### src/rtl/req_pending_latch.sv
// Request edge detector and sticky pending latch that feeds p_encoder and issues one grant at a time.
// Optional build macro REQ_LOST_COUNT_EN adds a saturating counter of edges that hit an already-pending line.
module req_pending_latch #(
    parameter int WIDTH = 8,
    parameter int IDX_W = 3
) (
    input  logic             clk,
    input  logic             reset,
    input  logic [WIDTH-1:0] reqIn,
    input  logic [WIDTH-1:0] reqMask,
    output logic [WIDTH-1:0] pendingVec,
    input  logic [IDX_W-1:0] encIndex,
    output logic             grantValid,
    output logic [IDX_W-1:0] grantIndex,
    input  logic             ack,
    output logic [7:0]       lostCount
);

    typedef enum logic {
        IDLE  = 1'b0,
        GRANT = 1'b1
    } state_t;

    state_t           state;
    logic [WIDTH-1:0] pending;
    logic [WIDTH-1:0] reqPrev;
    logic [WIDTH-1:0] reqEdge;
    logic [WIDTH-1:0] clr;
    logic             ackTaken;

    assign reqEdge    = reqIn & ~reqPrev;
    assign pendingVec = pending & reqMask;
    assign ackTaken   = (state == GRANT) && ack;

    // NOTE: clr is given a default before the conditional write so no latch is inferred.
    always_comb begin
        clr = '0;
        if (ackTaken) begin
            clr[grantIndex] = 1'b1;
        end
    end

    // NOTE: state uses non-blocking assignments so every register samples pre-edge values.
    // Edge is OR-ed in after the clear, so a same-cycle re-request keeps the bit pending.
    always_ff @(posedge clk or posedge reset) begin
        if (reset) begin
            reqPrev <= '0;
            pending <= '0;
        end else begin
            reqPrev <= reqIn;
            pending <= (pending & ~clr) | reqEdge;
        end
    end

    always_ff @(posedge clk or posedge reset) begin
        if (reset) begin
            state      <= IDLE;
            grantValid <= 1'b0;
            grantIndex <= '0;
        end else begin
            case (state)
                IDLE: begin
                    if (|pendingVec) begin
                        grantIndex <= encIndex;
                        grantValid <= 1'b1;
                        state      <= GRANT;
                    end
                end
                GRANT: begin
                    if (ack) begin
                        grantValid <= 1'b0;
                        state      <= IDLE;
                    end
                end
                default: begin
                    grantValid <= 1'b0;
                    state      <= IDLE;
                end
            endcase
        end
    end

`ifdef REQ_LOST_COUNT_EN
    logic lostHit;

    // An edge on a line already pending (masked or being acked) is a lost request.
    assign lostHit = |(reqEdge & pending);

    always_ff @(posedge clk or posedge reset) begin
        if (reset) begin
            lostCount <= 8'h00;
        end else if (lostHit && (lostCount != 8'hFF)) begin
            lostCount <= lostCount + 8'd1;
        end
    end
`else
    assign lostCount = 8'h00;
`endif

endmodule

### config.mk
export PLATFORM = sky130hd
export DESIGN_NAME = req_pending_latch
export DESIGN_NICKNAME = d
export VERILOG_FILES = /design/src/rtl/req_pending_latch.sv
export SDC_FILE = /design/constraint.sdc
export NUM_CORES = 1
export LEC_CHECK = 0
export CORE_ASPECT_RATIO = 0.9
export CORE_UTILIZATION = 43
export DETAILED_ROUTE_END_ITERATION = 12
export PLACE_DENSITY_LB_ADDON = 0.1
export SYNTH_ARGS = -nofsm -noshare
export SYNTH_HDL_FRONTEND = slang
export SYNTH_SLANG_ARGS = --single-unit
### constraint.sdc
create_clock -name clk -period 3.3 [get_ports clk]
set_clock_uncertainty 0.05 [all_clocks]
set_input_delay 0.66 -clock clk [delete_from_list [all_inputs] [get_ports clk]]
set_output_delay 0.66 -clock clk [all_outputs]
set_load 0.01 [all_outputs]
# Word-level counts from Yosys, hierarchy flattened
# Index checks and enable logic that the tools add are counted.
# op_classes
bitwise,7
mux,9
reduce_logical,5
n_lt_le_gt_ge,2
n_eq_ne,2
# op_table
op,n
$and 8x8->8,3
$not 8->8,2
$mux 8,1
$or 8x8->8,1
$reduce_or 8->1,1
$mux 1,5
$lt 3x4->1 const B,1
$ne 2x2->1 const B,2
$pmux 1 s2,2
$reduce_and 2->1,2
$demux 1 s3,1
$ge 3x1->1 const B,1
$logic_and 1x1->1,2
$not 1->1,1
# word_totals
output_inout_bits,20
inputBits,22
word_cells,30
register_bits,21

# Logic depth before layout (Yosys ltp)
# Gate-level depths: netlist of run 1.
# logic_depth
word_depth,8
depth_mapped,4
ltp_nobuf,4

# Worst setup path before layout of run 1
# Ideal clock, no wire load.
# synth_timing
path_kind,input -> register
start,input port reqMask[0]
end,register grantIndex[0]
arrival_time_ns,1.889
t_required_ns,3.125
path_slack_ns,1.236
setup_ns,0.125
n_path_buf,0
cell_stages,4
cell_sequence,and2_1 -> or4_4 -> o21bai_4 -> mux2_4
# synth_via
elab_chain_cells,3
# synth_rtl
element,line_no,rtl
start: declaration,10,"input logic [WIDTH-1:0] reqMask,"
$and 8x8->8,32,assign pendingVec = pending & reqMask;
$reduce_or 8->1,63,if (|pendingVec) begin
$reduce_and 2->1 (no source line),-,
end signal: assignment,64,grantIndex <= encIndex;
end: declaration,14,"output logic [IDX_W-1:0] grantIndex,"
# No other way between the ends.
# A chain may end at the register's enable or synchronous reset.

# Worst setup path in the final report of run 1
# layout_timing
start,input port reqMask[3]
end,output port pendingVec[3]
# layout_via
elab_chain_cells,1
# layout_rtl
element,line_no,rtl
$and 8x8->8,32,
end: declaration,11,"output logic [WIDTH-1:0] pendingVec,"
# No other way between the ends.

==> impl_metrics.py, run 1 <==
metrics = {
    "status": {
        "status": "complete, no violations",
    },
    "critical_path": {
        "worstSetupPathType": "input pin to primary output",
        "cp.arrival_ns": 1.82,
        "critical_path.startpoint_type": "input pin",
        "cp-end-kind": "primary output",
        "cp_max_fo": 2,
        "worstPathRequired_ns": 2.59,
    },
    "clock_network": {
        "cts_resized": 0,
        "cts_root_buf": "clkbuf_4",
        "clockBufferDepth": 2,
        "hold_buffers": 0,
        "htreeDepth": 1,
        "cts_setup_buffers": 0,
        "clock_latency_ns": 0.30,
        "clkTransAtPathRegs_ns": 0.10,
        "tritoncts": "yes",
        "cts_made_buffers": 3,
        "cts_sinks": 21,
    },
    "sta": {
        "final_max_slew_viol_count": 0,
        "finalHoldViolations": 0,
        "timing.final.ws_setup_ns": 0.767,
        "max_freq_ghz": 0.395,
        "post-route-period-util_pct": 76.8,
        "finalSetupViolCount": 0,
        "hold_slack_ns": 0.372,
        "min_period_ns": 2.53,
        "slew_headroom_pct": 48.5,
        "tightestPinTransition_ns": 0.772,
        "tns_ns": 0,
        "grt_setup_unrepaired": "false",
    },
    "detailed_routing": {
        "wire_per_inst_um": 12.2,
        "finalWirelength_um": 1690,
        "drc": 0,
        "first_pass_iters": 2,
        "routed-via-count": 644,
        "route.met3.wl_um": 86,
        "viasPerCell": 4.63,
        "met1_length_um": 761,
        "top_layer": "met4",
        "dr.first_iter.drc_count": 4,
        "dr_wl_met2_um": 822,
        "ant_nets": 0,
    },
    "floorplan": {
        "pin_count": 42,
        "start_util_pct": 46.4,
        "die_h_um": 45.3,
        "die_area_mm2": 0.00227,
        "fp.dieW_um": 50.1,
        "core_mm2": 0.00193,
        "row_count": 15,
    },
    "logic_synthesis": {
        "yosysTopAreaCell": "dfrtp_1",
        "synth.area.top_cells": "dfrtp_1, o21ai_0, buf_4",
        "syn_inst": 78,
        "synth_seq_cells": 21,
        "ys_types": 18,
        "synth_area_per_cell_um2": 11.5,
        "yosys_warnings": 0,
        "synth.yosys.seq_area_share_pct": 58.6,
        "synthesis.area_um2": 897,
        "netlist.area_leader.share_pct": 58.6,
    },
    "power_and_ir_drop": {
        "p_total_uw": 573,
        "leakagePower_nw": 0.539,
        "p_per_area_mw_per_mm2": 458,
        "irDropWorstVdd_v": 0.000344,
    },
    "final_layout": {
        "final_cell_mix": "clkdlybuf4s50_1, dfrtp_1, o21ai_0",
        "diodes": 0,
        "layout_commonest_cell": "clkdlybuf4s50_1",
        "fin_area_mm2": 0.00125,
        "area_growth_pct": 39.5,
        "layout-drive-gt1-share_pct": 8.77,
        "num-nets-final": 137,
    },
    "global_route": {
        "grt_pass1_vias": 631,
        "grt_max_degree": 22,
        "grt_overflow_total": 0,
        "grt_pass1_wl_um": 2730,
        "gr-usage-all-layers_pct": 17.0,
        "antenna_found_initial": 0,
    },
    "placement": {
        "placed_area_mm2": 0.00122,
        "port_buffers": 33,
        "finalWeightedCongestion": 0.723,
        "hpwl_um": 1330,
        "place_ws_ns": 0.784,
    },
    "hold_path": {
        "worstHoldPathType": "register to register",
    },
    "run": {
        "maxCapViolations": 0,
    },
}
[critical path, cell delays in order]
cell,delay (ns)
clkdlybuf4s50_1,0.46
and2_1,0.16
clkdlybuf4s50_1,0.54
[sequential cells by signal, summed over array words and instances (netlist names)]
signal      count
reqPrev         8
grantValid      1
state           1
pending         8
grantIndex      3
[area by class of cell]
type / count / area [µm²]
fill: 145 / 682
clock buffer: 4 / 26.3
inverter: 10 / 37.5
multi-input combinational: 46 / 300
sequential: 21 / 526
tap: 25 / 31.3
timing repair buffer: 33 / 330
[per-layer routing]
layer  global-route usage [%]  vias to the layer above
met5                        0                        -
met3                     4.71                        3
li1                         -                      319
met4                     8.57                        0
met2                     27.7                       24
met1                     21.0                      298
[report_power, final]
| group | switching (mW) | internal, mW |
|---|---|---|
| Combinational | 0.0584 | 0.0872 |
| Sequential | 0.0201 | 0.285 |
| Clock | 0.0746 | 0.0471 |
[synthesized netlist by cell type (all sizes together)]
master and instances:
o31ai 2, a21oi 1, dfrtp 21, nand2 1, inv 10, nand3 1, or4 2, buf 8
and2 8, nand3b 1, mux2 3, o21ai 14, conb 1, o21bai 1, a22oi 1, nor3 1
nand2b 2
[kinds of logic (layout without fill, tap and decap cells)]
family	Yosys count	count (layout)	share of synthesized area, %
flip-flops	21	21	58.6
AO/OA/AOI/OAI	19	19	13.0
buffers and inverters	18	47	10.9
AND/OR/NAND/NOR	16	16	12.1
multiplexers	3	3	5.02
other	1	8	0.418
[worst paths after layout]
kind	slack (ns)	cells past startpoint	end	from
worst max-delay path	0.77	3	pendingVec[3]	reqMask[3]
worst min-delay path	0.37	1	pending[7]$_DFF_PP0_	reqPrev[7]$_DFF_PP0_
worst max register to register	1.46	4	grantIndex[0]$_DFFE_PP0P_	pending[4]$_DFF_PP0_
worst min register to register	0.37	1	pending[7]$_DFF_PP0_	reqPrev[7]$_DFF_PP0_
max in group asynchronous	1.98	2	pending[1]$_DFF_PP0_	reset
min in group asynchronous	0.73	2	grantIndex[1]$_DFFE_PP0P_	reset
[metrics by stage]
stage,util (%),instances
after global routing,64.7,139
after CTS,64.7,139
final,64.7,139
after detailed placement,63.4,135
after global placement,63.4,135
after floorplan,-,85
(Power assumes the default switching activity.)
==> run 2, diff against run 1 <==
Settings changed: CORE_UTILIZATION 43 to 36.
Clock period 3.3 ns to 2.3 ns, I/O delays scaled along.
==> impl_metrics.py, run 2 (synthesis results as in run 1) <==
metrics = {
    "power_and_ir_drop": {
        "p_per_area_mw_per_mm2": 647,
        "leakagePower_nw": 0.544,
        "irDropWorstVdd_v": 0.000405,
    },
    "global_route": {
        "antenna_found_initial": 0,
        "grt_pass1_wl_um": 2790,
        "grt_pass1_vias": 591,
        "grt_overflow_total": 0,
        "gr-usage-all-layers_pct": 14.9,
        "grt_max_degree": 22,
    },
    "sta": {
        "min_period_ns": 2.12,
        "hold_slack_ns": 0.372,
        "max_freq_ghz": 0.471,
        "grt_setup_unrepaired": "false",
        "finalHoldViolations": 0,
        "finalSetupViolCount": 0,
        "final_max_slew_viol_count": 0,
        "timing.final.ws_setup_ns": 0.177,
        "tns_ns": 0,
        "post-route-period-util_pct": 92.3,
    },
    "floorplan": {
        "die_area_mm2": 0.00270,
        "fp.dieW_um": 54.6,
        "die_h_um": 49.4,
        "core_mm2": 0.00226,
        "pin_count": 42,
        "row_count": 16,
        "start_util_pct": 39.7,
    },
    "clock_network": {
        "cts_setup_buffers": 0,
        "tritoncts": "yes",
        "htreeDepth": 1,
        "cts_sinks": 21,
        "cts_resized": 0,
        "clock_latency_ns": 0.29,
        "hold_buffers": 0,
        "cts_made_buffers": 3,
        "clockBufferDepth": 2,
        "cts_root_buf": "clkbuf_4",
        "clkTransAtPathRegs_ns": 0.10,
    },
    "hold_path": {
        "worstHoldPathType": "register to register",
        "hp-start": "reqPrev[3]$_DFF_PP0_",
        "worstHoldPathCells": 1,
        "hold_end": "pending[3]$_DFF_PP0_",
    },
    "detailed_routing": {
        "ant_nets": 0,
        "finalWirelength_um": 1670,
        "wire_per_inst_um": 11.8,
        "dr.first_iter.drc_count": 9,
        "drc": 0,
        "routed-via-count": 637,
        "viasPerCell": 4.49,
        "first_pass_iters": 2,
    },
    "critical_path": {
        "worstPathCellList": "clkdlybuf4s50_1, and2_1, clkdlybuf4s50_1",
        "path_common_cell": "clkdlybuf4s50_1",
        "ff2ff_setup_slack_ns": 0.51,
        "cpPeakStageDelay_ns": 0.56,
        "cp-end-kind": "primary output",
        "worstSetupPathType": "input pin to primary output",
        "crit_family": "buffers and inverters",
        "cp_slowest_cell": "clkdlybuf4s50_1",
        "worstPathRequired_ns": 1.79,
        "cp_max_fo": 2,
        "rr_worst_depth": 4,
        "cp.arrival_ns": 1.61,
        "critical_path_buf_inv_count": 2,
        "critical_path.startpoint_type": "input pin",
        "rr_endpoint": "grantIndex[0]$_DFFE_PP0P_",
        "rr_startpoint": "pending[4]$_DFF_PP0_",
    },
    "final_layout": {
        "top_regs": "pending: 8 flops, reqPrev: 8 flops, grantIndex: 3 flops",
        "fin_area_mm2": 0.00126,
        "diodes": 0,
        "num-nets-final": 138,
        "final_cell_mix": "clkdlybuf4s50_1, dfrtp_1, o21ai_0",
        "layout-drive-gt1-share_pct": 9.57,
        "area_growth_pct": 40.6,
        "layout_commonest_cell": "clkdlybuf4s50_1",
        "num-fill-cells": 209,
    },
    "placement": {
        "placed_area_mm2": 0.00123,
        "finalWeightedCongestion": 0.729,
        "place_ws_ns": 0.00644,
        "port_buffers": 33,
    },
    "run": {
        "maxCapViolations": 0,
    },
    "status": {
        "status": "complete, no violations",
    },
}
run 2: cell count changes in the layout (fill, tap and decap cells not counted), sizes merged:
cell,previous run,this run
buf,0,1
run 2: worst max path at each step:
| stage | startpoint | to | slack [ns] | cells past startpoint |
|---|---|---|---|---|
| after floorplan | reqMask[0] | grantIndex[0]$_DFFE_PP0P_ | 0.44 | 4 |
| after global routing | reqMask[6] | pendingVec[6] | 0.12 | 3 |
| after CTS | reqMask[0] | pendingVec[0] | 0.16 | 3 |
| after global placement | reqMask[4] | grantIndex[0]$_DFFE_PP0P_ | 0.03 | 5 |
| final | reqMask[0] | pendingVec[0] | 0.18 | 3 |
| after detailed placement | reqMask[0] | grantIndex[0]$_DFFE_PP0P_ | 0.006 | 5 |
run 2: through the flow:
| stage | total power, mW | std cells | utilization [%] |
|---|---|---|---|
| CTS | 0.829 | 142 | 55.8 |
| finish | 0.817 | 142 | 55.8 |
| global route | 0.870 | 142 | 55.8 |
| detailed placement | 0.658 | 138 | 54.6 |
| global placement | 0.654 | 138 | 54.6 |
| floorplan | 0.549 | 85 | - |
run 2: power breakdown:
group / total [mW] / internal, mW / switching, mW
Combinational: 0.209 / 0.126 / 0.0830
Sequential: 0.438 / 0.409 / 0.0293
Clock: 0.169 / 0.0675 / 0.101
run 2: routing by layer:
metal,vias to the layer above,global-route usage (%),share of wire [%],routed length [µm]
met3,0,6.85,6.8,114
li1,318,-,-,-
met2,26,21.5,48,810
met5,-,0,0,0
met1,293,20.5,45,749
met4,0,2.56,0,0
run 2: final cells by class:
type | count | area [µm²] | share of cell area (%)
multi-input cells | 46 | 300 | 23.8
flip-flops and latches | 21 | 526 | 41.7
well taps | 27 | 33.8 | 2.68
inverters | 10 | 37.5 | 2.98
clock buffers | 4 | 26.3 | 2.08
repair buffers | 34 | 338 | 26.8
==> run 3, diff against run 2 <==
Settings changed: CORE_ASPECT_RATIO 0.9 to default.
==> impl_metrics.py, run 3 (synthesis results as in run 1) <==
metrics = {
    "status": {
        "status": "complete, no violations",
    },
    "critical_path": {
        "rr_worst_depth": 4,
        "cp_max_fo": 2,
        "rr_startpoint": "pending[4]$_DFF_PP0_",
        "cp-end-kind": "primary output",
        "crit_start": "reqMask[0]",
        "rr_endpoint": "grantIndex[0]$_DFFE_PP0P_",
        "ff2ff_setup_slack_ns": 0.50,
        "critical_path.endpoint": "pendingVec[0]",
        "cp.arrival_ns": 1.59,
        "worstSetupPathType": "input pin to primary output",
        "critical_path.startpoint_type": "input pin",
        "worstPathRequired_ns": 1.79,
    },
    "final_layout": {
        "layout_commonest_cell": "clkdlybuf4s50_1",
        "final_cells": 143,
        "final_cell_mix": "clkdlybuf4s50_1, dfrtp_1, o21ai_0",
        "layout-drive-gt1-share_pct": 9.57,
        "top_regs": "pending: 8 flops, reqPrev: 8 flops, grantIndex: 3 flops",
        "diodes": 0,
        "num-fill-cells": 220,
        "num-nets-final": 138,
        "ff_latch_area_um2": 526,
        "multi_input_area_um2": 300,
        "area_growth_pct": 40.7,
    },
    "detailed_routing": {
        "finalWirelength_um": 1710,
        "ant_nets": 0,
        "routed-via-count": 646,
        "viasPerCell": 4.52,
        "dr.first_iter.drc_count": 2,
        "first_pass_iters": 2,
        "wire_per_inst_um": 12.0,
        "drc": 0,
    },
    "power_and_ir_drop": {
        "leakagePower_nw": 0.544,
        "p_per_area_mw_per_mm2": 647,
        "p_sw_uw": 213,
        "power_frac_seq_pct": 53.9,
        "internal-power_uw": 603,
        "irDropWorstVdd_v": 0.000612,
        "p_sw_share_pct": 26.2,
        "clock_power_share_pct": 20.5,
        "combPwrFrac_pct": 25.6,
    },
    "sta": {
        "hold_slack_ns": 0.376,
        "max_freq_ghz": 0.475,
        "post-route-period-util_pct": 91.5,
        "finalSetupViolCount": 0,
        "finalHoldViolations": 0,
        "grt_setup_unrepaired": "false",
        "tns_ns": 0,
        "final_max_slew_viol_count": 0,
        "min_period_ns": 2.10,
    },
    "floorplan": {
        "core_mm2": 0.00228,
        "fp.dieW_um": 51.9,
        "start_util_pct": 39.4,
        "row_count": 17,
        "die_area_mm2": 0.00270,
        "pin_count": 42,
        "die_h_um": 51.9,
    },
    "global_route": {
        "antenna_found_initial": 0,
        "grt_pass1_wl_um": 2900,
        "grt-busiest-layer": "met2",
        "grt_max_degree": 22,
        "grt_pass1_vias": 638,
        "use_met3_pct": 6.43,
        "met2_usage_pct": 24.6,
        "grt_overflow_total": 0,
        "gr-usage-all-layers_pct": 15.5,
        "grt_use_met1_pct": 18.6,
    },
    "hold_path": {
        "worstHoldPathType": "register to register",
    },
    "clock_network": {
        "htreeDepth": 1,
        "cts_setup_buffers": 0,
        "clock_latency_ns": 0.29,
        "clockBufferDepth": 2,
        "cts_resized": 0,
        "cts_root_buf": "clkbuf_4",
        "clkTransAtPathRegs_ns": 0.10,
        "cts_sinks": 21,
        "tritoncts": "yes",
        "cts_made_buffers": 3,
        "hold_buffers": 0,
    },
    "placement": {
        "finalWeightedCongestion": 0.755,
        "port_buffers": 33,
        "hpwl_um": 1350,
        "dp_cells": 139,
    },
    "run": {
        "maxCapViolations": 0,
    },
}
run 3: worst min-delay path by stage:
stage / startpoint / cells after the start / slack [ns] / to
2_1_floorplan: reqPrev[0]$_DFF_PP0_ / 1 / 0.35 / pending[0]$_DFF_PP0_
3_3_place_gp: reqPrev[5]$_DFF_PP0_ / 1 / 0.35 / pending[5]$_DFF_PP0_
3_5_place_dp: reqPrev[4]$_DFF_PP0_ / 1 / 0.36 / pending[4]$_DFF_PP0_
4_1_cts: reqPrev[4]$_DFF_PP0_ / 1 / 0.38 / pending[4]$_DFF_PP0_
5_1_grt: reqPrev[7]$_DFF_PP0_ / 1 / 0.39 / pending[7]$_DFF_PP0_
6_report: reqPrev[4]$_DFF_PP0_ / 1 / 0.38 / pending[4]$_DFF_PP0_
run 3: final cells by class:
class,instances,share of cell area [%]
Sequential cell,21,41.6
Timing Repair Buffer,34,26.8
Multi-Input combinational cell,46,23.8
Inverter,10,2.97
Tap cell,28,2.78
Clock buffer,4,2.08
run 3: critical path: stages:
cell,delay [ns]
clkdlybuf4s50_1,0.45
and2_1,0.14
clkdlybuf4s50_1,0.54
run 3: power by group through the flow:
stage	Combinational (mW)	Sequential, mW	Clock (mW)
floorplan	0.106	0.443	0
detailed placement	0.211	0.448	0
finish	0.209	0.440	0.167
CTS	0.213	0.441	0.181
global placement	0.208	0.447	0
global route	0.228	0.446	0.203
run 3: metal layers:
metal / up-vias / share of wire (%)
met5: - / 0
met4: 0 / 0.99
met3: 2 / 6.1
met2: 22 / 50
met1: 303 / 43
li1: 319 / -
run 3: metrics by stage:
stage	cell area [µm²]	utilization [%]	power (mW)	setup WS, ns
6_report	1260	55.5	0.816	0.196
3_5_place_dp	1240	54.3	0.659	0.0186
2_1_floorplan	923	-	0.549	0.436
5_1_grt	1260	55.5	0.878	0.165
4_1_cts	1260	55.5	0.834	0.191
3_3_place_gp	1240	54.3	0.654	0.0351
